$ cat src/rtl/mem_arbiter_pkg.sv
// Shared types and defaults for the memory port arbiter.
// Optional feature macro: ARB_RR_EN (round-robin grant instead of fixed priority).
// REG_SIZE / WIDTH fall back to 32 / 128 when the surrounding cpu build
// has not defined them.

`ifndef REG_SIZE
`define REG_SIZE 32
`endif
`ifndef WIDTH
`define WIDTH 128
`endif

package mem_arbiter_pkg;

    localparam int DEF_ADDR_W = `REG_SIZE;
    localparam int DEF_LINE_W = `WIDTH;

    typedef enum logic [1:0] {
        IDLE = 2'd0,
        BUSY = 2'd1,
        RESP = 2'd2
    } arb_state_e;

    typedef enum logic [1:0] {
        GNT_IC = 2'd0,
        GNT_DR = 2'd1,
        GNT_DW = 2'd2
    } gnt_id_e;

    // Next source in the round-robin ring ic_read -> dc_read -> dc_write -> ic_read.
    function automatic gnt_id_e next_src(input gnt_id_e cur);
        case (cur)
            GNT_IC:  return GNT_DR;
            GNT_DR:  return GNT_DW;
            default: return GNT_IC;
        endcase
    endfunction

    // Walk the ring a given number of steps from a starting source.
    function automatic gnt_id_e step_src(input gnt_id_e cur, input int steps);
        gnt_id_e s;
        s = cur;
        for (int i = 0; i < steps; i++) begin
            s = next_src(s);
        end
        return s;
    endfunction

endpackage

$ cat src/rtl/mem_arbiter_grant_sel.sv
// arb_grant_sel: combinational grant selector for the memory arbiter.
// Optional feature macro: ARB_RR_EN. Undefined: fixed priority
// dc_write > dc_read > ic_read. Defined: round-robin starting after last_gnt.

module arb_grant_sel
    import mem_arbiter_pkg::*;
(
    input  logic    ic_req,
    input  logic    dr_req,
    input  logic    dw_req,
    input  gnt_id_e last_gnt,
    output gnt_id_e gnt_id,
    output logic    gnt_valid
);

    // Requests indexed by grant id.
    logic [2:0] req_vec;
    assign req_vec = {dw_req, dr_req, ic_req};

`ifdef ARB_RR_EN
    // Candidate gi is the source gi+1 steps after the last grant.
    gnt_id_e    cand [3];
    logic [2:0] cand_req;

    generate
        for (genvar gi = 0; gi < 3; gi++) begin : g_cand
            assign cand[gi] = step_src(last_gnt, gi + 1);
            always_comb begin
                case (cand[gi])
                    GNT_IC:  cand_req[gi] = req_vec[0];
                    GNT_DR:  cand_req[gi] = req_vec[1];
                    GNT_DW:  cand_req[gi] = req_vec[2];
                    default: cand_req[gi] = 1'b0;
                endcase
            end
        end
    endgenerate

    // Pick the first requesting candidate in ring order.
    always_comb begin
        gnt_valid = |cand_req;
        gnt_id    = cand[2];
        if (cand_req[1]) gnt_id = cand[1];
        if (cand_req[0]) gnt_id = cand[0];
    end
`else
    // The pointer only matters for round-robin; fold it away here.
    logic unused_last_gnt;
    assign unused_last_gnt = ^last_gnt;

    // Write-backs drain before the fill that evicted them.
    always_comb begin
        gnt_valid = |req_vec;
        gnt_id    = GNT_IC;
        if (dw_req) begin
            gnt_id = GNT_DW;
        end else if (dr_req) begin
            gnt_id = GNT_DR;
        end
    end
`endif

endmodule

$ cat src/rtl/mem_arbiter.sv
// mem_arbiter: single-master arbiter between I-cache fill, D-cache fill and
// D-cache write-back ports and one external synchronous memory.
// One transaction in flight: IDLE (sample/grant) -> BUSY (hold until
// mem_ack) -> RESP (one-cycle client ack).
// Optional feature macro: ARB_RR_EN (round-robin grant, see arb_grant_sel).

module mem_arbiter
    import mem_arbiter_pkg::*;
#(
    parameter int ADDR_W = DEF_ADDR_W,
    parameter int LINE_W = DEF_LINE_W
) (
    input  logic              clk,
    input  logic              reset,
    input  logic              ic_read_req,
    input  logic [ADDR_W-1:0] ic_read_addr,
    output logic              ic_read_ack,
    output logic [LINE_W-1:0] ic_read_data,
    input  logic              dc_read_req,
    input  logic [ADDR_W-1:0] dc_read_addr,
    output logic              dc_read_ack,
    output logic [LINE_W-1:0] dc_read_data,
    input  logic              dc_write_req,
    input  logic [ADDR_W-1:0] dc_write_addr,
    input  logic [LINE_W-1:0] dc_write_data,
    output logic              dc_write_ack,
    output logic              mem_enable,
    output logic              mem_rw,
    input  logic              mem_ack,
    output logic [ADDR_W-1:0] mem_addr,
    output logic [LINE_W-1:0] mem_data_in,
    input  logic [LINE_W-1:0] mem_data_out
);

    arb_state_e        state_reg, state_next;
    gnt_id_e           gnt_reg;
    gnt_id_e           last_gnt_reg;
    logic [ADDR_W-1:0] addr_reg;
    logic              rw_reg;
    logic [LINE_W-1:0] wdata_reg;
    logic [LINE_W-1:0] ic_data_reg;
    logic [LINE_W-1:0] dc_data_reg;

    gnt_id_e           sel_id;
    logic              sel_valid;
    logic [ADDR_W-1:0] sel_addr;
    logic              take_grant;
    logic              take_ack;
    logic [2:0]        ack_vec;

    arb_grant_sel u_grant_sel (
        .ic_req    (ic_read_req),
        .dr_req    (dc_read_req),
        .dw_req    (dc_write_req),
        .last_gnt  (last_gnt_reg),
        .gnt_id    (sel_id),
        .gnt_valid (sel_valid)
    );

    // Requests are only looked at in IDLE; mem_ack only counts in BUSY.
    assign take_grant = (state_reg == IDLE) && sel_valid;
    assign take_ack   = (state_reg == BUSY) && mem_ack;

    // Address of whichever client the selector picked.
    always_comb begin
        case (sel_id)
            GNT_DW:  sel_addr = dc_write_addr;
            GNT_DR:  sel_addr = dc_read_addr;
            default: sel_addr = ic_read_addr;
        endcase
    end

    // State register.
    always_ff @(posedge clk) begin
        if (reset) begin
            state_reg <= IDLE;
        end else begin
            state_reg <= state_next;
        end
    end

    // Next-state logic.
    always_comb begin
        state_next = state_reg;
        case (state_reg)
            IDLE:    if (sel_valid) state_next = BUSY;
            BUSY:    if (mem_ack) state_next = RESP;
            RESP:    state_next = IDLE;
            default: state_next = IDLE;
        endcase
    end

    // Memory-side handshake outputs.
    always_comb begin
        mem_enable = 1'b0;
        mem_rw     = 1'b0;
        case (state_reg)
            BUSY: begin
                mem_enable = 1'b1;
                mem_rw     = rw_reg;
            end
            default: begin
                mem_enable = 1'b0;
                mem_rw     = 1'b0;
            end
        endcase
    end

    // One ack per client, raised only in RESP for the latched winner.
    generate
        for (genvar gi = 0; gi < 3; gi++) begin : g_ack
            assign ack_vec[gi] = (state_reg == RESP) && (gnt_reg == gnt_id_e'(gi));
        end
    endgenerate

    assign ic_read_ack  = ack_vec[GNT_IC];
    assign dc_read_ack  = ack_vec[GNT_DR];
    assign dc_write_ack = ack_vec[GNT_DW];

    assign mem_addr     = addr_reg;
    assign mem_data_in  = wdata_reg;
    assign ic_read_data = ic_data_reg;
    assign dc_read_data = dc_data_reg;

    // Latch the grant in IDLE; capture read data on the accepted mem_ack.
    always_ff @(posedge clk) begin
        if (reset) begin
            gnt_reg      <= GNT_IC;
            last_gnt_reg <= GNT_IC;
            addr_reg     <= '0;
            rw_reg       <= 1'b0;
            wdata_reg    <= '0;
            ic_data_reg  <= '0;
            dc_data_reg  <= '0;
        end else begin
            if (take_grant) begin
                gnt_reg      <= sel_id;
                last_gnt_reg <= sel_id;
                addr_reg     <= sel_addr;
                rw_reg       <= (sel_id == GNT_DW);
                wdata_reg    <= (sel_id == GNT_DW) ? dc_write_data : '0;
            end
            if (take_ack) begin
                if (gnt_reg == GNT_IC) ic_data_reg <= mem_data_out;
                if (gnt_reg == GNT_DR) dc_data_reg <= mem_data_out;
            end
        end
    end

endmodule
$ cat config.mk
export PLATFORM = sky130hd
export DESIGN_NAME = mem_arbiter
export DESIGN_NICKNAME = d
export VERILOG_FILES = /design/src/rtl/mem_arbiter_pkg.sv /design/src/rtl/mem_arbiter_grant_sel.sv /design/src/rtl/mem_arbiter.sv
export SDC_FILE = /design/constraint.sdc
export NUM_CORES = 1
export LEC_CHECK = 0
export BUFFER_PORTS_ARGS = -buffer_cell sky130_fd_sc_hd__buf_2
export CORE_AREA = 2 2 303 305
export CTS_CLUSTER_DIAMETER = 80
export CTS_CLUSTER_SIZE = 14
export DETAILED_ROUTE_END_ITERATION = 10
export DIE_AREA = 0 0 305 307
export SLEW_MARGIN = 30
export SYNTH_ARGS = -nofsm -noshare
export SYNTH_HDL_FRONTEND = slang
export SYNTH_SLANG_ARGS = --single-unit
$ cat constraint.sdc
create_clock -name clk -period 2.7 [get_ports clk]
set_input_delay 0.405 -clock clk [delete_from_list [all_inputs] [get_ports clk]]
set_output_delay 0.405 -clock clk [all_outputs]
set_load 0.05 [all_outputs]
==> results list <==
- Final Cell Area: 23070 µm²
* Most used DFF post-synth: dfxtp_1
* Remaining max-slew budget at the tightest pin: 47.67%
- In this run the worst path has a maximum fanout of 22.
* Via Count: 17629
- For this block, the initial DRC count from the detailed router was 1471.
- Buffers inserted during clock tree synthesis total 41.
* Syn Std Cell Area: 16590 µm²
* Post-cts sizing count: 0
* GR Util All Layers: 14.85%
- The H-tree generated during clock tree synthesis spans 2 levels.
- FP Rows: 111
- Number of synthesized register bits: 421
- Placed standard-cell area: 21830 µm²
* Crit path required time: 2300 ps
* Highest clock frequency the design can meet: 0.3967 GHz
* Leading cell types by total area after synthesis: dfxtp_1, a21oi_1, o21ai_0, nand3_1, clkbuf_1
- Nature of the critical path endpoint: primary output
- Once the floorplan was initialized, standard cells occupied 18.29% of the core.
* Outcome: completed
* Count of endpoints failing setup in the final report: 0
- The first global-routing pass estimated 107.8 mm of wire.
- The number of global-route vias before repair came to 16727.
- Area grow syn2layout: 39.08%
- After legalization and detailed placement, the total HPWL measured 54.11 mm.
- Max Root-Sink Buffers: 3
* Global routing met2 resource utilization: 24.35%
- Worst-case clock skew: 14.08 ps
* RSZ-0062 raised after global routing: false
- Top cells by instance count after synthesis: dfxtp_1, a21oi_1, o21ai_0
- DRC violation count after routing: 0
- Worst ir drop on vdd: 0.4186 mV
- After layout, the worst path uses 93.37% of the clock period.
* Async S/R FF share, synth: 0%
- Clock slew at reported path FFs: 70 ps
- Sequential cells were found to cover 50.81% of the synthesized design area.
* Initial antenna violation count: 12
- At the end of routability-driven placement, the weighted congestion stood at 0.8657.
- Global routing used 18.72% of the available met1 tracks.
- Synthesis produced 1964 cells.
- Yosys Warn Count: 0
- Die area: 93640 µm²
- After detailed routing, the number of vias per cell comes to 4.620.
* Hold path startpoint: mem_data_out[53]
- Averaged over all synthesized cells, the footprint is 8.446 µm².
- The number of nets in the synthesized netlist is 2322.
- Dominant cell type by area after synthesis: dfxtp_1
* First drt pass iteration count: 8
- TritonCTS clock tree: built
- Across the run, the number of max-cap violations was 0.
- Beginning of the critical path: gnt_reg[0]$_SDFFE_PP0P_
- Number of enable flip-flop cells after synthesis: 0
* CTS Root Cell: clkbuf_16
- Wire length per cell: 19.45 µm
- Final hold violation count: 0
- For met3 alone, demand over resource in global routing was 4.383%.
* Distinct cell type count after synthesis: 25
- The global routing stage identified its most utilized layer as met2.
* Port Buffers: 778
- Number of pins exceeding their max-slew limit in the final report: 0
- The worst register-to-register path begins at gnt_reg[0]$_SDFFE_PP0P_.
- Count of hold-fix buffers inserted at cts: 0
- Post-route setup TNS: 0 ps
- Layout cells sized above 1: 36.71%
- The worst path in the final design needs a cycle of 2521 ps, including I/O delays and setup.
- The core region is 90690 µm².
- PD cells: 664.3 nW/µm²
* Number of sinks handled by clock tree synthesis: 421
* Share of the synthesized area in the top cell type: 50.81%
- The routed design has 74.22 mm of wire.
* Startpoint-to-endpoint class of the critical path: register to primary output
- Entering global routing, the biggest net connects 125 pins.
- P_leak: 9.574 nW
* CP Launch Type: register
- Worst min-delay path class: primary input to register
* Postcts setup bufs: 0
- Overall die height: 307 µm
- Number of top-level pins: 779
* Dominant cell by count in the synthesized netlist: dfxtp_1
- The later pin in the worst-skew pair is clocked with a latency of 570 ps.
- Horiz. Die Dim: 305 µm
* Actual transition at the worst max-transition pin: 785.0 ps
- At the end of the flow, the number of nets in the layout was 2969.
* Crit path DAT: 2120 ps
* Count of nets left with antenna violations after detail routing: 0
- The total overflow left after global routing is 0.
-- cell families (layout without fill, tap and decap cells) --
group	count (synthesis)	count (layout)	share of synthesized area [%]
buffers and inverters	232	894	5.642
other	0	4	0
AND/OR/NAND/NOR	440	440	13.71
flip-flops	421	421	50.81
multiplexers	64	64	4.104
AO/OA/AOI/OAI	807	807	25.74
-- path summary, 6_finish.rpt --
| path | end | slack (ps) | depth (start not counted) |
|---|---|---|---|
| max | dc_read_ack | 180 | 3 |
| min | dc_read_data[53]$_SDFFE_PP0P_ | 80 | 3 |
| max reg2reg | dc_read_data[58]$_SDFFE_PP0P_ | 720 | 5 |
| min reg2reg | mem_data_in[97]$_SDFFE_PP0P_ | 470 | 2 |
-- routing by layer --
metal	wire length [µm]	vias up
met5	27	-
met4	2024	4
met3	6023	116
met2	34780	757
met1	31360	8417
li1	-	8335
-- through the flow --
| stage | utilization, % | total power [mW] | std cells | worst slack, ps | hold slack (ps) |
|---|---|---|---|---|---|
| after floorplan | - | 8.732 | 1964 | 571.7 | 449.1 |
| after global placement | 24.05 | 9.870 | 3753 | 553.7 | 453.8 |
| after detailed placement | 24.08 | 9.898 | 3754 | 582.4 | 462.2 |
| after CTS | 25.43 | 15.54 | 3812 | 96.33 | 26.78 |
| after global routing | 25.43 | 15.96 | 3814 | 41.84 | 40.45 |
| final | 25.44 | 15.32 | 3816 | 179.0 | 81.71 |
-- cells in the final DEF, fill, tap and decap left out, types with 2 or more instances in the layout --
cell type and count:
nand2b_1 35, a21oi_1 388, buf_2 776, o22ai_2 30
or2_4 2, o22ai_1 2, o21ai_0 386, inv_6 4
nor2_4 3, clkinvlp_4 2, dfxtp_1 421, buf_4 34
clkbuf_8 4, clkbuf_16 41, nand3_1 384, mux2_2 32
nor2b_1 2, clkinv_8 5, buf_12 23, nor2_1 2
nand2_1 2, nor3b_1 2, diode_2 4, mux2i_1 32
-- critical path, cell delays in order (launching register included) --
cell,delay [ps]
dfxtp_1,650
nand2b_4,300
nor2_1,260
buf_2,320
-- cell type report --
| class | count | area [µm²] |
|---|---|---|
| Fill cell | 9942 | 67620 |
| Tap cell | 1186 | 1484 |
| Multi-Input combinational cell | 1311 | 7269 |
| Sequential cell | 421 | 8428 |
| Antenna cell | 4 | 10.01 |
| Clock inverter | 12 | 140.1 |
| Timing Repair Buffer | 836 | 4653 |
| Clock buffer | 46 | 1085 |
-- where the power goes --
group          switching, mW  total, mW  internal [mW]  leakage (nW)
combinational           2.29       3.13          0.842          5.56
sequential             0.138       6.62           6.48          3.42
clock                   2.67       5.58           2.91         0.592
(Power assumes the default switching activity.)
